`src/rtl/ps2_keymatrix_pkg.sv`:
```
// Shared types and constants for the PS/2 keyboard front end feeding the LM80C key matrix.
package ps2_keymatrix_pkg;

    typedef enum logic [2:0] {
        ST_NORMAL,
        ST_EXT,
        ST_BRK,
        ST_EXT_BRK,
        ST_PAUSE_SKIP
    } dec_state_t;

    localparam logic [7:0] PS2_EXT   = 8'hE0;
    localparam logic [7:0] PS2_BRK   = 8'hF0;
    localparam logic [7:0] PS2_PAUSE = 8'hE1;

    // The Pause key sends E1 followed by seven more bytes that carry no key state.
    localparam logic [2:0] PAUSE_SKIP_LEN = 3'd7;

    typedef struct packed {
        logic       hit;
        logic [2:0] row;
        logic [2:0] col;
    } key_pos_t;

    function automatic logic is_ignored(input logic [7:0] code);
        return code inside {8'hAA, 8'hFA, 8'hEE, 8'hFE};
    endfunction

    function automatic logic is_overrun(input logic [7:0] code);
        return code inside {8'h00, 8'hFF};
    endfunction

    function automatic key_pos_t key_at(input logic [2:0] row, input logic [2:0] col);
        key_pos_t p;
        p.hit = 1'b1;
        p.row = row;
        p.col = col;
        return p;
    endfunction

endpackage

```
`src/rtl/ps2_key_lut.sv`:
```
// Scancode (with E0 extension flag) to LM80C matrix position table.
module ps2_key_lut
    import ps2_keymatrix_pkg::*;
(
    input  logic       ext,
    input  logic [7:0] code,
    output key_pos_t   pos
);

    always_comb begin
        pos = '0;
        case ({ext, code})
            9'h016: pos = key_at(3'd1, 3'd0);  // 1
            9'h01C: pos = key_at(3'd2, 3'd1);  // A
            9'h01B: pos = key_at(3'd3, 3'd1);  // S
            9'h023: pos = key_at(3'd3, 3'd2);  // D
            9'h012: pos = key_at(3'd4, 3'd0);  // left shift
            9'h014: pos = key_at(3'd5, 3'd0);  // ctrl
            9'h029: pos = key_at(3'd7, 3'd4);  // space
            9'h05A: pos = key_at(3'd0, 3'd7);  // return
            9'h066: pos = key_at(3'd0, 3'd0);  // backspace
            9'h175: pos = key_at(3'd6, 3'd0);  // up
            9'h172: pos = key_at(3'd6, 3'd1);  // down
            9'h16B: pos = key_at(3'd6, 3'd2);  // left
            9'h174: pos = key_at(3'd6, 3'd3);  // right
            default: pos = '0;
        endcase
    end

endmodule

```
`src/rtl/ps2_keymatrix.sv`:
```
// PS/2 frame receiver and make/break decoder maintaining the active-low 8x8 LM80C key matrix.
// state         | meaning
// ST_NORMAL     | waiting for a prefix or a plain scancode
// ST_EXT        | E0 seen, next code is an extended key
// ST_BRK        | F0 seen, next code is a release
// ST_EXT_BRK    | E0 F0 seen, next code is an extended release
// ST_PAUSE_SKIP | swallowing the remainder of the Pause sequence
module ps2_keymatrix
    import ps2_keymatrix_pkg::*;
#(
    parameter int SYNC_STAGES    = 2,
    parameter int TIMEOUT_CYCLES = 16384,
    parameter int FILTER_LEN     = 4
) (
    input  logic       sys_clock,
    input  logic       RESET,
    input  logic       ps2_clk,
    input  logic       ps2_data,
    output logic [7:0] KM [7:0],
    output logic       key_valid,
    output logic [7:0] key_code,
    output logic       key_ext,
    output logic       key_release,
    output logic       frame_err
);

    localparam int TMO_W = $clog2(TIMEOUT_CYCLES + 1);
    localparam int FLT_W = $clog2(FILTER_LEN + 1);

    logic [SYNC_STAGES-1:0] clk_sync;
    logic [SYNC_STAGES-1:0] data_sync;
    logic                   clk_s;
    logic                   data_s;
    logic                   clk_filt;
    logic [FLT_W-1:0]       flt_cnt;
    logic                   ps2_fall;

    assign clk_s  = clk_sync[SYNC_STAGES-1];
    assign data_s = data_sync[SYNC_STAGES-1];

    always_ff @(posedge sys_clock or posedge RESET) begin
        if (RESET) begin
            clk_sync  <= '1;
            data_sync <= '1;
            clk_filt  <= 1'b1;
            flt_cnt   <= '0;
            ps2_fall  <= 1'b0;
        end else begin
            clk_sync  <= {clk_sync[SYNC_STAGES-2:0], ps2_clk};
            data_sync <= {data_sync[SYNC_STAGES-2:0], ps2_data};
            ps2_fall  <= 1'b0;
            if (clk_s == clk_filt) begin
                flt_cnt <= '0;
            end else if (flt_cnt == FLT_W'(FILTER_LEN - 1)) begin
                clk_filt <= clk_s;
                flt_cnt  <= '0;
                ps2_fall <= ~clk_s;
            end else begin
                flt_cnt <= flt_cnt + 1'b1;
            end
        end
    end

    logic [3:0]       bit_cnt;
    logic [8:0]       shift;
    logic [TMO_W-1:0] tmo_cnt;
    logic             byte_rdy;
    logic [7:0]       rx_byte;

    // shift collects data LSB first plus parity in bit 8; bit_cnt 10 means the stop bit is next.
    always_ff @(posedge sys_clock or posedge RESET) begin
        if (RESET) begin
            bit_cnt   <= '0;
            shift     <= '0;
            tmo_cnt   <= '0;
            byte_rdy  <= 1'b0;
            rx_byte   <= '0;
            frame_err <= 1'b0;
        end else begin
            byte_rdy  <= 1'b0;
            frame_err <= 1'b0;
            if (ps2_fall) begin
                tmo_cnt <= TMO_W'(TIMEOUT_CYCLES - 1);
                if (bit_cnt == 4'd0) begin
                    if (!data_s) bit_cnt <= 4'd1;
                end else if (bit_cnt == 4'd10) begin
                    bit_cnt <= '0;
                    if (data_s && (^shift)) begin
                        byte_rdy <= 1'b1;
                        rx_byte  <= shift[7:0];
                    end else begin
                        frame_err <= 1'b1;
                    end
                end else begin
                    shift   <= {data_s, shift[8:1]};
                    bit_cnt <= bit_cnt + 4'd1;
                end
            end else if (bit_cnt != 4'd0) begin
                if (tmo_cnt == '0) begin
                    bit_cnt   <= '0;
                    frame_err <= 1'b1;
                end else begin
                    tmo_cnt <= tmo_cnt - 1'b1;
                end
            end
        end
    end

    dec_state_t state;
    logic [2:0] skip_cnt;
    key_pos_t   pos;
    logic       dec_ext;
    logic       dec_brk;

    assign dec_ext = (state == ST_EXT) || (state == ST_EXT_BRK);
    assign dec_brk = (state == ST_BRK) || (state == ST_EXT_BRK);

    ps2_key_lut u_lut (
        .ext  (dec_ext),
        .code (rx_byte),
        .pos  (pos)
    );

    always_ff @(posedge sys_clock or posedge RESET) begin
        if (RESET) begin
            state       <= ST_NORMAL;
            skip_cnt    <= '0;
            key_valid   <= 1'b0;
            key_code    <= '0;
            key_ext     <= 1'b0;
            key_release <= 1'b0;
            for (int r = 0; r < 8; r++) KM[r] <= 8'hFF;
        end else begin
            key_valid <= 1'b0;
            if (byte_rdy) begin
                if (state == ST_PAUSE_SKIP) begin
                    skip_cnt <= skip_cnt - 3'd1;
                    if (skip_cnt == 3'd1) state <= ST_NORMAL;
                end else if (is_overrun(rx_byte)) begin
                    for (int r = 0; r < 8; r++) KM[r] <= 8'hFF;
                    state <= ST_NORMAL;
                end else if (is_ignored(rx_byte)) begin
                    state <= state;
                end else if (rx_byte == PS2_PAUSE) begin
                    state    <= ST_PAUSE_SKIP;
                    skip_cnt <= PAUSE_SKIP_LEN;
                end else if (rx_byte == PS2_EXT) begin
                    if (state == ST_NORMAL) state <= ST_EXT;
                end else if (rx_byte == PS2_BRK) begin
                    if (state == ST_NORMAL) state <= ST_BRK;
                    else if (state == ST_EXT) state <= ST_EXT_BRK;
                end else begin
                    state <= ST_NORMAL;
                    if (pos.hit) begin
                        KM[pos.row][pos.col] <= dec_brk;
                        key_valid   <= 1'b1;
                        key_code    <= rx_byte;
                        key_ext     <= dec_ext;
                        key_release <= dec_brk;
                    end
                end
            end
        end
    end

endmodule

```
`config.mk`:
```
export PLATFORM = sky130hd
export DESIGN_NAME = ps2_keymatrix
export DESIGN_NICKNAME = d
export VERILOG_FILES = /design/src/rtl/ps2_keymatrix_pkg.sv /design/src/rtl/ps2_key_lut.sv /design/src/rtl/ps2_keymatrix.sv
export SDC_FILE = /design/constraint.sdc
export NUM_CORES = 1
export LEC_CHECK = 0
export BUFFER_PORTS_ARGS = -buffer_cell sky130_fd_sc_hd__buf_4
export CORE_ASPECT_RATIO = 0.8
export CORE_MARGIN = 4
export CORE_UTILIZATION = 40
export CTS_CLUSTER_SIZE = 16
export DETAILED_ROUTE_END_ITERATION = 10
export GPL_TIMING_DRIVEN = 0
export REMOVE_ABC_BUFFERS = 1
export SLEW_MARGIN = 30
export SYNTH_ARGS = -nofsm -noshare
export SYNTH_HDL_FRONTEND = slang
export SYNTH_HIERARCHICAL = 1
export SYNTH_SLANG_ARGS = --single-unit
```
`constraint.sdc`:
```
create_clock -name sys_clock -period 3.44 [get_ports sys_clock]
set_input_delay 0.172 -clock sys_clock [delete_from_list [all_inputs] [get_ports sys_clock]]
set_output_delay 0.172 -clock sys_clock [all_outputs]
set_load 0.02 [all_outputs]
```
==> flow_summary.html <==
<table>
<tr><th>Metric</th><th>Value</th></tr>
<tr><th colspan="2">Status</th></tr>
<tr><td>Result of the run</td><td>finished, final reports clean</td></tr>
<tr><th colspan="2">Logic synthesis</th></tr>
<tr><td>Synth async-reset ratio</td><td>between 90% and 100%</td></tr>
<tr><td>Unique masters post-synth</td><td>65</td></tr>
<tr><td>Number of synthesized flops with an enable pin</td><td>0</td></tr>
<tr><td>Post-synthesis cell type with the largest combined area</td><td>sky130_fd_sc_hd__dfstp_2</td></tr>
<tr><td>Post-synthesis sequential element count</td><td>128</td></tr>
<tr><td>Compound-gate portion of the synthesized area</td><td>under 10%</td></tr>
<tr><td>Predominant post-synthesis flop cell</td><td>sky130_fd_sc_hd__dfstp_2</td></tr>
<tr><td>Mux contribution to synthesized area</td><td>11.7%</td></tr>
<tr><td>Synth area leaders</td><td>sky130_fd_sc_hd__dfstp_2 (27%), sky130_fd_sc_hd__dfrtp_1 (22%), sky130_fd_sc_hd__mux2i_1 (8.3%)</td></tr>
<tr><td>Dominant combinational cell family by area after synthesis</td><td>simple AND/OR/NAND/NOR gates</td></tr>
<tr><td>Post-synthesis xor/xnor area fraction</td><td>roughly 2.8%</td></tr>
<tr><td>Post-synthesis share of cell area spent on full adders, half adders and majority gates</td><td>under 10%</td></tr>
<tr><td>Share of the yosys chip area belonging to registers</td><td>just under 50%</td></tr>
<tr><td>Synth Instances</td><td>roughly 650</td></tr>
<tr><td>Area fraction of the dominant cell type after synthesis</td><td>between 20 and 30%</td></tr>
<tr><td>Synth Cell Area</td><td>around 0.0067 mm²</td></tr>
<tr><td>Yosys warns</td><td>6</td></tr>
<tr><td>Simple-gate share of the synthesized area</td><td>approximately a quarter</td></tr>
<tr><td>Post-synthesis area per instance</td><td>approximately 10 µm²</td></tr>
<tr><th colspan="2">Critical path</th></tr>
<tr><td>Reg-to-reg setup timing slack</td><td>~250 ps</td></tr>
<tr><td>CP Launch Type</td><td>flip-flop</td></tr>
<tr><td>Reg2reg start</td><td>state[0]</td></tr>
<tr><td>Critical path destination</td><td>KM[6]</td></tr>
<tr><td>Worst Reg2Reg Path Length in Cells</td><td>9</td></tr>
<tr><td>CP arrival</td><td>approximately 3500 ps</td></tr>
<tr><td>Worst setup path startpoint</td><td>state[0]</td></tr>
<tr><td>Crit-path max FO</td><td>8</td></tr>
<tr><td>Critical Path End Type</td><td>flip-flop</td></tr>
<tr><td>Critical path class</td><td>reg2reg</td></tr>
<tr><td>CP required</td><td>roughly 3800 ps</td></tr>
<tr><td>Reg-to-reg critical path endpoint</td><td>KM[6]</td></tr>
<tr><th colspan="2">Drt</th></tr>
<tr><td>Antenna violation net count after detailed routing</td><td>0</td></tr>
<tr><td>Routed vias/inst</td><td>5.59</td></tr>
<tr><td>Total routed wirelength</td><td>between 15,000 and 20,000 µm</td></tr>
<tr><td>Number of detailed-route iterations in the first pass</td><td>5</td></tr>
<tr><td>Average wire length per cell after detail routing</td><td>between 15 and 20 µm</td></tr>
<tr><td>DRC</td><td>0</td></tr>
<tr><td>Total number of vias</td><td>between 5,000 and 6,000</td></tr>
<tr><td>First DRT Iteration DRCs</td><td>approximately 360</td></tr>
<tr><th colspan="2">Timing</th></tr>
<tr><td>Fin Clk Skew</td><td>about 9.5 ps</td></tr>
<tr><td>Final-report max-slew violation count</td><td>0</td></tr>
<tr><td>Worst relative slew slack</td><td>approximately 50%</td></tr>
<tr><td>Min Tclk post-route</td><td>3190 ps</td></tr>
<tr><td>Unrepaired setup endpoints after global routing</td><td>no</td></tr>
<tr><td>Final setup violation count</td><td>0</td></tr>
<tr><td>Worst setup margin</td><td>between 200 and 250 ps</td></tr>
<tr><td>Achievable Freq</td><td>around 310 MHz</td></tr>
<tr><td>Worst-Margin Slew</td><td>738 ps</td></tr>
<tr><td>Number of hold violations in the final report</td><td>0</td></tr>
<tr><td>Post-route clock period utilization</td><td>92.8%</td></tr>
<tr><th colspan="2">Floorplan</th></tr>
<tr><td>Die area</td><td>0.0188 mm²</td></tr>
<tr><td>Starting utilization of the core area</td><td>about two fifths</td></tr>
<tr><td>Horizontal die dimension</td><td>roughly 150 µm</td></tr>
<tr><td>Placeable Area</td><td>roughly 0.016 mm²</td></tr>
<tr><td>Number of primary I/O pins</td><td>80</td></tr>
<tr><td>Die height</td><td>123 µm</td></tr>
<tr><td>Total number of placement rows</td><td>between 40 and 50</td></tr>
<tr><th colspan="2">Clock tree</th></tr>
<tr><td>Total setup buffers inserted after CTS</td><td>0</td></tr>
<tr><td>Total CTS buffers</td><td>17</td></tr>
<tr><td>CTS tree</td><td>yes</td></tr>
<tr><td>Clock transition time at the flip-flop clock pins of the worst setup and hold paths</td><td>approximately 60 ps</td></tr>
<tr><td>Buffer cell driving the clock tree root</td><td>sky130_fd_sc_hd__clkbuf_16</td></tr>
<tr><td>Number of clock sinks</td><td>between 100 and 150</td></tr>
<tr><td>Clock latency on the worst-skew pair</td><td>around 420 ps</td></tr>
<tr><td>H-Tree Level Count</td><td>4</td></tr>
<tr><td>Max Buffers Root-to-Sink</td><td>2</td></tr>
<tr><th colspan="2">GRT</th></tr>
<tr><td>Pin count of the biggest net entering global routing</td><td>between 70 and 80</td></tr>
<tr><td>Wire length of the first global-routing pass</td><td>roughly 27,000 µm</td></tr>
<tr><td>Remaining global-route overflow</td><td>0</td></tr>
<tr><td>Initial antenna violation count</td><td>0</td></tr>
<tr><td>Via count of the first global-routing pass</td><td>5,129</td></tr>
<tr><td>Tot GR Track Use</td><td>roughly 18%</td></tr>
<tr><th colspan="2">Layout</th></tr>
<tr><td>Share of final-layout standard cells stronger than drive strength 1</td><td>between 20 and 30%</td></tr>
<tr><td>Total inserted antenna cells</td><td>0</td></tr>
<tr><td>Utilization after layout</td><td>between 50% and 60%</td></tr>
<tr><td>Most used cells in the layout excluding fill and tap cells</td><td>sky130_fd_sc_hd__buf_4 (82), sky130_fd_sc_hd__nor2_1 (74), sky130_fd_sc_hd__dfstp_2 (69)</td></tr>
<tr><td>Number of filler instances in the final layout</td><td>between 1,000 and 1,500</td></tr>
<tr><td>Leading cell type in the layout, fill and taps excluded</td><td>sky130_fd_sc_hd__buf_4</td></tr>
<tr><td>Relative area change from synthesis to final layout</td><td>23.6%</td></tr>
<tr><td>Number of nets in the layout</td><td>between 700 and 800</td></tr>
<tr><th colspan="2">Place</th></tr>
<tr><td>Detailed placer's ending HPWL</td><td>around 11,000 µm</td></tr>
<tr><td>Buffers added on ports</td><td>79</td></tr>
<tr><td>Worst setup slack before clock tree synthesis</td><td>about 240 ps</td></tr>
<tr><td>Global placement routability congestion</td><td>between 0.8 and 0.9</td></tr>
<tr><th colspan="2">Power and ir drop</th></tr>
<tr><td>PwrDens</td><td>491 mW/mm²</td></tr>
<tr><td>Leakage power of the design</td><td>between 3 and 4 nW</td></tr>
<tr><td>Worst vdd rail ir drop</td><td>roughly 320 µV</td></tr>
<tr><th colspan="2">Flow run</th></tr>
<tr><td>Max-cap violations</td><td>0</td></tr>
<tr><th colspan="2">Worst hold path</th></tr>
<tr><td>Worst hold-check path type</td><td>in2async</td></tr>
</table>
==> worst min path at each step <==
stage,end,cells after the start,slack (ps)
after floorplan,clk_sync[0],0,180
after global placement,data_sync[0],1,280
after detailed placement,frame_err,2,220
after CTS,frame_err,3,330
after global routing,frame_err,3,360
final,frame_err,3,320
==> cell families after synthesis <==
group	Yosys count
flip-flops	128
XOR/XNOR	20
AO/OA/AOI/OAI	63
AND/OR/NAND/NOR	305
adder cells (fa/ha/maj)	7
buffers and inverters	56
multiplexers	75
==> synth_stat cells, types with 2 or more instances <==
cell and count:
sky130_fd_sc_hd__clkbuf_1 31, sky130_fd_sc_hd__o31ai_1 11, sky130_fd_sc_hd__nor3b_1 8, sky130_fd_sc_hd__xor2_1 10, sky130_fd_sc_hd__mux2i_1 55, sky130_fd_sc_hd__or4_1 3, sky130_fd_sc_hd__a21oi_1 4, sky130_fd_sc_hd__nor3_1 13
sky130_fd_sc_hd__nand2_1 59, sky130_fd_sc_hd__o22ai_1 12, sky130_fd_sc_hd__nand3_1 27, sky130_fd_sc_hd__nor4b_1 4, sky130_fd_sc_hd__o211ai_1 2, sky130_fd_sc_hd__dfstp_2 69, sky130_fd_sc_hd__or2_1 6, sky130_fd_sc_hd__inv_1 13
sky130_fd_sc_hd__nand3b_1 6, sky130_fd_sc_hd__or3b_2 3, sky130_fd_sc_hd__and4b_1 2, sky130_fd_sc_hd__mux2_2 11, sky130_fd_sc_hd__nor2_1 75, sky130_fd_sc_hd__a22o_1 4, sky130_fd_sc_hd__nand4b_1 2, sky130_fd_sc_hd__nand4_1 23
sky130_fd_sc_hd__nor2b_1 5, sky130_fd_sc_hd__buf_6 2, sky130_fd_sc_hd__nor4_1 43, sky130_fd_sc_hd__a32oi_1 3, sky130_fd_sc_hd__o311a_1 2, sky130_fd_sc_hd__mux2_1 9, sky130_fd_sc_hd__o21ai_0 12, sky130_fd_sc_hd__and3_1 2
sky130_fd_sc_hd__or3_1 4, sky130_fd_sc_hd__dfrtp_1 59, sky130_fd_sc_hd__ha_1 7, sky130_fd_sc_hd__nand2b_1 8, sky130_fd_sc_hd__xnor2_1 9, sky130_fd_sc_hd__buf_2 8, sky130_fd_sc_hd__or3b_1 2
==> per-layer routing <==
layer  track usage [%]  vias up  share of wire [%]
li1                  -     2510                  -
met1              25.1     2636                 48
met2              26.1      156                 45
met3              4.83       24                5.2
met4              5.11        0                1.4
met5                 0        -                  0
==> repair_timing <==
item                                    CTS  global route
gates resized for setup                   0             3
endpoints found under the hold margin    38             0
endpoints found under the setup margin    0             2
hold buffers                              3             0
==> registers in the layout, summed over array words and instances (netlist names) <==
register / cells
byte_rdy: 1
key_release: 1
data_sync: 2
flt_cnt: 3
key_ext: 1
state: 3
key_valid: 1
key_code: 8
tmo_cnt: 15
bit_cnt: 4
rx_byte: 8
KM: 64
skip_cnt: 3
frame_err: 1
ps2_fall: 1
clk_filt: 1
clk_sync: 2
shift: 9
==> stage by stage <==
step	instance area [µm²]	instances	setup TNS [ps]	power [W]	hold WS, ps
after floorplan	6460	612	-1800	0.00209	176
after detailed placement	7550	918	0	0.00220	220
after global routing	8220	953	0	0.00425	358
after global placement	7330	906	-186950	0.00217	284
final	8220	953	0	0.00404	317
after CTS	8200	953	0	0.00409	325
==> report_power, final <==
| part | switching, W | total, W | internal (W) |
|---|---|---|---|
| Sequential | 0.000120 | 0.00176 | 0.00164 |
| Combinational | 0.000236 | 0.000421 | 0.000185 |
| Clock | 0.000654 | 0.00186 | 0.00121 |
| Total | 0.00101 | 0.00404 | 0.00303 |
==> worst max-delay path, stage by stage, from the launching register on <==
cell	delay, ps
sky130_fd_sc_hd__dfrtp_1	420
sky130_fd_sc_hd__nor2b_1	200
sky130_fd_sc_hd__or2_1	310
sky130_fd_sc_hd__or4_4	550
sky130_fd_sc_hd__a21boi_1	160
sky130_fd_sc_hd__nand4_1	210
sky130_fd_sc_hd__nand2b_1	210
sky130_fd_sc_hd__or3_1	480
sky130_fd_sc_hd__nor4_1	330
sky130_fd_sc_hd__mux2i_1	240
==> layout make-up <==
type,count,area (µm²),share of cell area (%)
clock buffers,24,524,6.38
clock inverters,8,95.1,1.16
inverters,14,60.1,0.731
flip-flops and latches,128,3290,40.0
multi-input cells,470,3170,38.5
repair buffers,94,816,9.92
well taps,215,269,3.27
(Power assumes the default switching activity.)
